--- src/rtl/game_pkg.sv ---
// Shared types and constants for the player motion engine and the VGA colouring block.
// Tile classes, FSM encoding, screen bounds and palette live here so both sides agree.
package game_pkg;

    typedef enum logic [2:0] {
        TILE_EMPTY = 3'd0,
        TILE_SOLID = 3'd1,
        TILE_LAVA  = 3'd2,
        TILE_GOAL  = 3'd3,
        TILE_CKPT  = 3'd4
    } tile_class_e;

    typedef enum logic [3:0] {
        ST_INIT,
        ST_WAIT,
        ST_PX,
        ST_PY,
        ST_PC,
        ST_DYING,
        ST_NEXT,
        ST_WIN,
        ST_OVER
    } state_e;

    localparam int SCR_H_MIN = 144;
    localparam int SCR_H_MAX = 783;
    localparam int SCR_V_MIN = 35;
    localparam int SCR_V_MAX = 515;

    localparam logic [11:0] COL_BG     = 12'h000;
    localparam logic [11:0] COL_PLAYER = 12'hFF0;
    localparam logic [11:0] COL_SOLID  = 12'h888;
    localparam logic [11:0] COL_LAVA   = 12'hF40;
    localparam logic [11:0] COL_GOAL   = 12'h0F0;
    localparam logic [11:0] COL_CKPT   = 12'h08F;

    // Bounds are always inside the visible screen, so the clamped value fits 10 bits.
    function automatic logic [9:0] clamp10(input logic signed [10:0] v,
                                           input logic signed [10:0] lo,
                                           input logic signed [10:0] hi);
        logic signed [10:0] r;
        if (v < lo)
            r = lo;
        else if (v > hi)
            r = hi;
        else
            r = v;
        return 10'(r);
    endfunction

endpackage

--- src/rtl/map_probe_port.sv ---
// Level-map query port: latches the query point on start and holds probe_req until tile_valid.
// A response arriving while no request is outstanding (e.g. after reset) is ignored.
module map_probe_port (
    input  logic       clk,
    input  logic       rst_n,
    input  logic       i_start,
    input  logic [9:0] i_x,
    input  logic [9:0] i_y,
    output logic       probe_req,
    output logic [9:0] probe_x,
    output logic [9:0] probe_y,
    input  logic       tile_valid,
    input  logic [2:0] tile_class,
    output logic       o_done,
    output logic [2:0] o_class
);

    logic       r_req;
    logic [9:0] r_x;
    logic [9:0] r_y;
    logic       w_done;

    assign w_done = r_req && tile_valid;

    always_ff @(posedge clk or negedge rst_n) begin
        if (!rst_n) begin
            r_req <= 1'b0;
            r_x   <= '0;
            r_y   <= '0;
        end else if (i_start) begin
            r_req <= 1'b1;
            r_x   <= i_x;
            r_y   <= i_y;
        end else if (w_done) begin
            r_req <= 1'b0;
        end
    end

    assign probe_req = r_req;
    assign probe_x   = r_x;
    assign probe_y   = r_y;
    assign o_done    = w_done;
    assign o_class   = tile_class;

endmodule

--- src/rtl/player_motion_engine.sv ---
// Per-frame player physics: horizontal step, gravity/jump, map-probed collisions,
// plus lives, checkpoint and level progression. Three probe handshakes per frame.
module player_motion_engine
    import game_pkg::*;
#(
    parameter int NUM_LEVELS   = 4,
    parameter int H_MIN        = SCR_H_MIN,
    parameter int H_MAX        = SCR_H_MAX,
    parameter int V_MIN        = SCR_V_MIN,
    parameter int V_MAX        = SCR_V_MAX,
    parameter int HALF         = 5,
    parameter int STEP         = 2,
    parameter int GRAV         = 1,
    parameter int JUMP_V       = 8,
    parameter int VMAX         = 6,
    parameter int VW           = 5,
    parameter int SPAWN_X      = 304,
    parameter int SPAWN_Y      = 220,
    parameter int LIVES        = 3,
    parameter int DEATH_FRAMES = 32,
    localparam int LW          = $clog2(NUM_LEVELS)
) (
    input  logic          clk,
    input  logic          rst_n,
    input  logic          frame_tick,
    input  logic          up,
    input  logic          down,
    input  logic          left,
    input  logic          right,
    output logic          probe_req,
    output logic [9:0]    probe_x,
    output logic [9:0]    probe_y,
    input  logic          tile_valid,
    input  logic [2:0]    tile_class,
    output logic [9:0]    xpos,
    output logic [9:0]    ypos,
    output logic [LW-1:0] level,
    output logic [1:0]    lives,
    output logic          dead_pulse,
    output logic          level_pulse,
    output logic          game_won,
    output logic          game_over,
    output logic          busy
);

    localparam int CW = $clog2(DEATH_FRAMES);
    localparam logic signed [10:0] X_LO = 11'(H_MIN + HALF);
    localparam logic signed [10:0] X_HI = 11'(H_MAX - HALF);
    localparam logic signed [10:0] Y_LO = 11'(V_MIN + HALF);
    localparam logic signed [10:0] Y_HI = 11'(V_MAX - HALF);
    localparam logic [9:0]  Y_FLOOR  = 10'(V_MAX - HALF);
    localparam logic [9:0]  HALF_10  = 10'(HALF);
    localparam logic signed [VW-1:0] VY_JUMP  = VW'(-JUMP_V);
    localparam logic signed [VW-1:0] VY_MAX   = VW'(VMAX);
    localparam logic signed [VW:0]   VY_MAX_W = (VW+1)'(VMAX);

    state_e                r_state;
    logic [9:0]            r_x, r_y, r_ckx, r_cky;
    logic signed [10:0]    r_nx;
    logic signed [VW-1:0]  r_vy;
    logic                  r_gr, r_issued;
    logic                  r_dead_pulse, r_level_pulse, r_won, r_over;
    logic [LW-1:0]         r_level;
    logic [1:0]            r_lives;
    logic [CW-1:0]         r_cnt;

    logic signed [10:0]    w_x11, w_y11, w_vy11, w_nx, w_ty;
    logic signed [VW:0]    w_vy_inc;
    logic signed [VW-1:0]  w_vy_next;
    logic                  w_x_skip, w_y_skip, w_start, w_done;
    logic [9:0]            w_qx, w_qy;
    logic [2:0]            w_class;

    assign w_x11    = {1'b0, r_x};
    assign w_y11    = {1'b0, r_y};
    assign w_vy11   = {{(11-VW){r_vy[VW-1]}}, r_vy};
    assign w_nx     = right ? w_x11 + 11'(STEP) : (left ? w_x11 - 11'(STEP) : w_x11);
    assign w_ty     = w_y11 + w_vy11;
    assign w_vy_inc = {r_vy[VW-1], r_vy} + (VW+1)'(GRAV);
    assign w_x_skip = (r_nx == w_x11);
    assign w_y_skip = (r_vy == '0) && r_gr;

    always_comb begin
        if (up && r_gr)
            w_vy_next = VY_JUMP;
        else if (!r_gr)
            w_vy_next = (w_vy_inc > VY_MAX_W) ? VY_MAX : w_vy_inc[VW-1:0];
        else
            w_vy_next = r_vy;
    end

    // Query point is the leading edge of the sprite in the direction of travel.
    always_comb begin
        w_start = 1'b0;
        w_qx    = r_x;
        w_qy    = r_y;
        case (r_state)
            ST_PX: begin
                w_start = !r_issued && !w_x_skip;
                w_qx    = (r_nx > w_x11) ? r_nx[9:0] + HALF_10 : r_nx[9:0] - HALF_10;
            end
            ST_PY: begin
                w_start = !r_issued && !w_y_skip;
                w_qy    = r_vy[VW-1] ? w_ty[9:0] - HALF_10 : w_ty[9:0] + HALF_10;
            end
            ST_PC:   w_start = !r_issued;
            default: w_start = 1'b0;
        endcase
    end

    map_probe_port u_probe (
        .clk        (clk),
        .rst_n      (rst_n),
        .i_start    (w_start),
        .i_x        (w_qx),
        .i_y        (w_qy),
        .probe_req  (probe_req),
        .probe_x    (probe_x),
        .probe_y    (probe_y),
        .tile_valid (tile_valid),
        .tile_class (tile_class),
        .o_done     (w_done),
        .o_class    (w_class)
    );

    always_ff @(posedge clk or negedge rst_n) begin
        if (!rst_n) begin
            r_state       <= ST_INIT;
            r_x           <= 10'(SPAWN_X);
            r_y           <= 10'(SPAWN_Y);
            r_ckx         <= 10'(SPAWN_X);
            r_cky         <= 10'(SPAWN_Y);
            r_nx          <= 11'(SPAWN_X);
            r_vy          <= '0;
            r_gr          <= 1'b0;
            r_issued      <= 1'b0;
            r_level       <= '0;
            r_lives       <= 2'(LIVES);
            r_cnt         <= '0;
            r_dead_pulse  <= 1'b0;
            r_level_pulse <= 1'b0;
            r_won         <= 1'b0;
            r_over        <= 1'b0;
        end else begin
            r_dead_pulse  <= 1'b0;
            r_level_pulse <= 1'b0;
            case (r_state)
                ST_INIT: if (down && frame_tick) r_state <= ST_WAIT;
                ST_WAIT: if (frame_tick) begin
                    r_nx    <= w_nx;
                    r_vy    <= w_vy_next;
                    r_state <= ST_PX;
                end
                ST_PX: if (!r_issued) begin
                    if (w_x_skip) r_state <= ST_PY;
                    else          r_issued <= 1'b1;
                end else if (w_done) begin
                    r_issued <= 1'b0;
                    if (w_class != TILE_SOLID) r_x <= clamp10(r_nx, X_LO, X_HI);
                    r_state  <= ST_PY;
                end
                ST_PY: if (!r_issued) begin
                    if (w_y_skip) r_state <= ST_PC;
                    else          r_issued <= 1'b1;
                end else if (w_done) begin
                    r_issued <= 1'b0;
                    r_state  <= ST_PC;
                    // Landing on the bottom clamp behaves exactly like a solid floor.
                    if (w_class == TILE_SOLID) begin
                        r_gr <= !r_vy[VW-1];
                        r_vy <= '0;
                    end else if (w_ty >= Y_HI) begin
                        r_y  <= Y_FLOOR;
                        r_gr <= 1'b1;
                        r_vy <= '0;
                    end else begin
                        r_y  <= clamp10(w_ty, Y_LO, Y_HI);
                        r_gr <= 1'b0;
                    end
                end
                ST_PC: if (!r_issued) begin
                    r_issued <= 1'b1;
                end else if (w_done) begin
                    r_issued <= 1'b0;
                    case (w_class)
                        TILE_LAVA: begin
                            r_state      <= ST_DYING;
                            r_dead_pulse <= 1'b1;
                            r_cnt        <= '0;
                        end
                        TILE_GOAL: r_state <= ST_NEXT;
                        TILE_CKPT: begin
                            r_ckx   <= r_x;
                            r_cky   <= r_y;
                            r_state <= ST_WAIT;
                        end
                        default:   r_state <= ST_WAIT;
                    endcase
                end
                ST_DYING: if (frame_tick) begin
                    r_cnt <= r_cnt + CW'(1);
                    if (r_y < Y_FLOOR) r_y <= r_y + 10'd1;
                    if (r_cnt == CW'(DEATH_FRAMES - 1)) begin
                        r_lives <= r_lives - 2'd1;
                        if (r_lives <= 2'd1) begin
                            r_state <= ST_OVER;
                            r_over  <= 1'b1;
                        end else begin
                            r_x     <= r_ckx;
                            r_y     <= r_cky;
                            r_vy    <= '0;
                            r_gr    <= 1'b0;
                            r_state <= ST_WAIT;
                        end
                    end
                end
                ST_NEXT: begin
                    r_level_pulse <= 1'b1;
                    if (r_level == LW'(NUM_LEVELS - 1)) begin
                        r_state <= ST_WIN;
                        r_won   <= 1'b1;
                    end else begin
                        r_level <= r_level + LW'(1);
                        r_x     <= 10'(SPAWN_X);
                        r_y     <= 10'(SPAWN_Y);
                        r_ckx   <= 10'(SPAWN_X);
                        r_cky   <= 10'(SPAWN_Y);
                        r_vy    <= '0;
                        r_gr    <= 1'b0;
                        r_state <= ST_WAIT;
                    end
                end
                ST_WIN:  r_state <= ST_WIN;
                ST_OVER: r_state <= ST_OVER;
                default: r_state <= ST_INIT;
            endcase
        end
    end

    assign xpos        = r_x;
    assign ypos        = r_y;
    assign level       = r_level;
    assign lives       = r_lives;
    assign dead_pulse  = r_dead_pulse;
    assign level_pulse = r_level_pulse;
    assign game_won    = r_won;
    assign game_over   = r_over;
    assign busy        = !(r_state inside {ST_INIT, ST_WAIT, ST_WIN, ST_OVER});

endmodule
--- config.mk ---
export PLATFORM = sky130hd
export DESIGN_NAME = player_motion_engine
export DESIGN_NICKNAME = d
export VERILOG_FILES = /design/src/rtl/game_pkg.sv /design/src/rtl/map_probe_port.sv /design/src/rtl/player_motion_engine.sv
export SDC_FILE = /design/constraint.sdc
export NUM_CORES = 1
export LEC_CHECK = 0
export BUFFER_PORTS_ARGS = -buffer_cell sky130_fd_sc_hd__buf_2
export CORE_UTILIZATION = 66
export DETAILED_ROUTE_END_ITERATION = 8
export GPL_TIMING_DRIVEN = 0
export PLACE_DENSITY_LB_ADDON = 0.08
export REMOVE_ABC_BUFFERS = 1
export SYNTH_ARGS = -nofsm -noshare
export SYNTH_HDL_FRONTEND = slang
export SYNTH_SLANG_ARGS = --single-unit
--- constraint.sdc ---
create_clock -name clk -period 6.45 [get_ports clk]
set_input_delay 0.9675 -clock clk [delete_from_list [all_inputs] [get_ports clk]]
set_output_delay 0.9675 -clock clk [all_outputs]
set_load 0.02 [all_outputs]
==> impl_summary.txt <==
----------------------------------------------------
[Route]
  Detail Route Antenna Nets ... 0
  Met3 routed wirelength ... 1570 um
  Met2 Wirelength ... 8430 um
  Overall routed net length ... 18500 um
  Uppermost signal routing layer after detailed routing ... met4
  Number of detailed-route iterations in the first pass ... 6
  Starting DRT DRC Count ... 586
  Vias/cell ... 6.58
  Average detailed-routed wire length per instance ... 18.6 um
  Residual DRC count ... 0
  Met1 routed wirelength after detailed routing ... 7890 um
  Overall via count from detail_route ... 6537

[Pwr]
  Lkg Pwr ... 3.38 nW
  Maximum vdd drop ... 0.000337 V
  Sw Share ... 51.9%
  Sequential share of power ... 25.9%
  Internal cell power ... 2.24 mW
  Power density over the cells ... 622 mW/mm2
  Clock share of power ... 8.1%
  Total Power ... 4.65 mW
  Part of the power in combinational logic ... 66.1%
  Switching power of the nets ... 2.41 mW

[Layout]
  Commonest non-fill, non-tap cell in the layout ... nand2_1
  Fraction of layout instances using a drive strength above 1 ... 14.2%
  Multi-input gate area ... 0.00423 mm2
  Final-stage net count ... 912
  Antenna diode instance count ... 0
  Area of all sequential standard cells ... 0.00243 mm2
  Syn-to-layout area delta ... 7.14%
  Filler Cells Inserted ... 783
  Commonest cells after routing, fill and taps aside ... nand2_1 (92), nor2_1 (75), dfrtp_1 (75)

[Synth]
  Count of flip-flops with a built-in enable after synthesis ... 0
  Count of unique library cells instantiated by Yosys ... 81
  Synthesis warning total ... 0
  Asr flop ratio synth ... 100%
  Average size of a mapped cell ... 8.55 um2
  Top FF cell, synth ... dfrtp_1
  Post-synthesis sequential area ratio ... 34.8%
  Synthesis-stage register bit count ... 96
  Netlist Area Pre-Place ... 0.00698 mm2
  Cells after Synth ... 816

[STA]
  Finish-stage setup viols ... 0
  Relative slew slack ... 20.1%
  Setup Total Neg Slack ... 0 ps
  Final hold viol count ... 0
  Timing-limited maximum frequency ... 235 MHz
  Min Hold Slack ... 479 ps
  Max Slew Vio Count ... 0
  RSZ-0062 raised after global routing ... false
  Tightest Pin Transition ... 1200 ps
  Time the worst path needs with I/O delays and setup ... 4250 ps
  Post-route clock skew ... 9.79 ps
  Period utilisation layout ... 65.9%

[Worst setup path]
  Highest-delay cell along the critical path ... dfrtp_1
  Maximum fanout count along the critical path ... 9
  Cells traversed along the worst timing path ... inv_1 -> ha_1 -> a21o_1 -> a21o_1 -> a211o_1 -> a21o_1 -> nand2b_1 -> a211o_1 -> inv_1 -> ha_1 -> inv_1 -> o21ai_0 -> a2111oi_0 -> or3_1 -> o21ai_0 -> xor2_1 -> mux2i_1 -> o21ai_0
  Stage delay of the slowest cell on the critical path ... 460 ps
  CP Capture Type ... flop
  Endpoint arrival time on the critical path ... 4540 ps
  Critical path data required time ... 6740 ps
  Critical path launch point type ... flop
  Crit path kind ... flop to flop

[Global routing]
  Pin count of the biggest net entering global routing ... 51
  All-layer global routing usage ... 34.7%
  Global-route wire length before repair ... 30100 um
  Number of global-route vias before repair ... 6263
  Initial antenna violation count ... 0
  Residual overflow from global routing ... 0

[Clock tree]
  Clock slew seen by the registers of the worst setup and hold paths ... 100 ps
  Clock Root Buffer ... clkbuf_8
  H-tree depth reported by CTS ... 3
  Maximum buffer depth of the clock tree ... 2
  Clock Sink Count ... 96
  Hold buffer count at cts ... 0
  Post-CTS setup repair buffer count ... 0
  TritonCTS clock tree ... done
  Number of clock buffers inserted by TritonCTS ... 9
  Clk_lat worst skew ... 380 ps
  Post-cts gate resize count ... 0

[Die]
  Die area ... 0.0110 mm2
  Starting density of the core ... 67.9%
  Horizontal extent of the die ... 105 um
  # IOs ... 61
  Core area ... 0.0103 mm2
  Standard-cell row count ... 37
  Vertical die dimension ... 105 um

[Hold path]
  Class of the most critical hold timing path ... flop to flop

[Place]
  I/O Buffers ... 60
  Half-perimeter wire length after placement ... 13500 um
  Final weighted congestion in routability-driven placement ... 1.01

[Run]
  Max Cap Violations ... 0

[Run status]
  Status ... complete, no violations

----------------------------------------------------
[metrics by stage]
stage | cell area, um2 | util (%) | setup WS, ps | instances
6_report | 7470 | 72.7 | 2200 | 993
5_1_grt | 7470 | 72.7 | 1830 | 993
4_1_cts | 7470 | 72.7 | 2200 | 993
3_5_place_dp | 7290 | 71.0 | 2230 | 977
3_3_place_gp | 7260 | 70.7 | 2410 | 976
2_1_floorplan | 6790 | - | 2640 | 780
[path summary, 6_finish.rpt]
kind,startpoint,end,slack [ps],depth (start not counted)
max reg2reg,xpos[2],u_probe.probe_x[9],2200,18
max,xpos[2],u_probe.probe_x[9],2200,18
min in group asynchronous,rst_n,u_probe.probe_y[6],600,1
min reg2reg,u_probe.probe_x[4],u_probe.probe_x[4],480,2
min,u_probe.probe_x[4],u_probe.probe_x[4],480,2
max in group asynchronous,rst_n,lives[0],5140,2
[cells by family (layout without fill, tap and decap cells)]
logic type	count (synthesis)	in the layout	synth area share [%]
AO/OA/AOI/OAI	265	265	25.3
buffers and inverters	71	112	4.50
adder cells (fa/ha/maj)	49	49	9.11
AND/OR/NAND/NOR	289	289	20.2
XOR/XNOR	34	34	4.27
multiplexers	12	12	1.78
flip-flops	96	96	34.8
[power by group through the flow]
stage	clock [mW]	sequential, mW	combinational, mW
after floorplan	0	1.24	2.20
after global placement	0	1.18	2.90
after detailed placement	0	1.20	3.02
after CTS	0.381	1.19	3.04
after global routing	0.400	1.23	3.43
final	0.375	1.20	3.07
[cell usage after synthesis (4+ instances only)]
master / number / area, um2
nand2_1: 92 / 345
nor4_1: 5 / 31.3
a21oi_1: 63 / 315
xnor2_1: 23 / 201
a211oi_1: 9 / 67.6
o21a_1: 5 / 37.5
dfrtp_1: 75 / 1880
a211o_1: 4 / 35.0
o32ai_1: 7 / 61.3
nor2b_1: 10 / 62.6
and2_1: 6 / 37.5
o21ai_1: 4 / 20.0
nand2b_1: 13 / 81.3
or2_2: 5 / 31.3
o211ai_1: 9 / 67.6
nand3_1: 24 / 120
a21o_1: 14 / 105
nor3_1: 16 / 80.1
a31oi_1: 9 / 56.3
a22o_1: 7 / 61.3
o22a_1: 11 / 96.3
and3_1: 4 / 25.0
or3_1: 9 / 56.3
nor2_1: 75 / 282
o31ai_1: 6 / 45.0
inv_1: 34 / 128
mux2i_1: 9 / 90.1
nand4_1: 7 / 43.8
clkbuf_1: 25 / 93.8
nor3b_1: 6 / 45.0
xor2_1: 11 / 96.3
dfstp_2: 21 / 552
ha_1: 46 / 576
o21ai_0: 73 / 365
a221oi_1: 8 / 70.1
o211a_1: 4 / 40.0
[state kept, by name (all words and copies together), names as in the netlist, 2 cells and up]
| signal | count |
|---|---|
| level | 2 |
| lives | 2 |
| r_ckx | 10 |
| r_cky | 10 |
| r_cnt | 5 |
| r_nx | 11 |
| r_state | 4 |
| r_vy | 5 |
| u_probe.probe_x | 10 |
| u_probe.probe_y | 10 |
| xpos | 10 |
| ypos | 10 |
[layer usage]
metal | vias up | global-route usage (%)
met5 | - | 0
met4 | 0 | 18.6
met3 | 56 | 5.61
met2 | 316 | 52.9
met1 | 3119 | 47.5
li1 | 3046 | -
[layout make-up]
cell class	count	share of cell area, %
clock buffers	10	1.71
repair buffers	61	4.42
clock inverters	6	0.703
multi-input cells	649	56.6
flip-flops and latches	96	32.5
well taps	136	2.28
inverters	35	1.76
[worst max-delay path: cells and delay by family (launching register included)]
kind | cells | cell delay (ps)
fa+ha+maj | 2 | 670
flops | 1 | 460
xor+xnor | 1 | 160
compound gates | 9 | 1970
buf+inv | 3 | 310
simple gates | 2 | 490
mux | 1 | 80
Note: power is estimated with default switching activity, not from simulation.
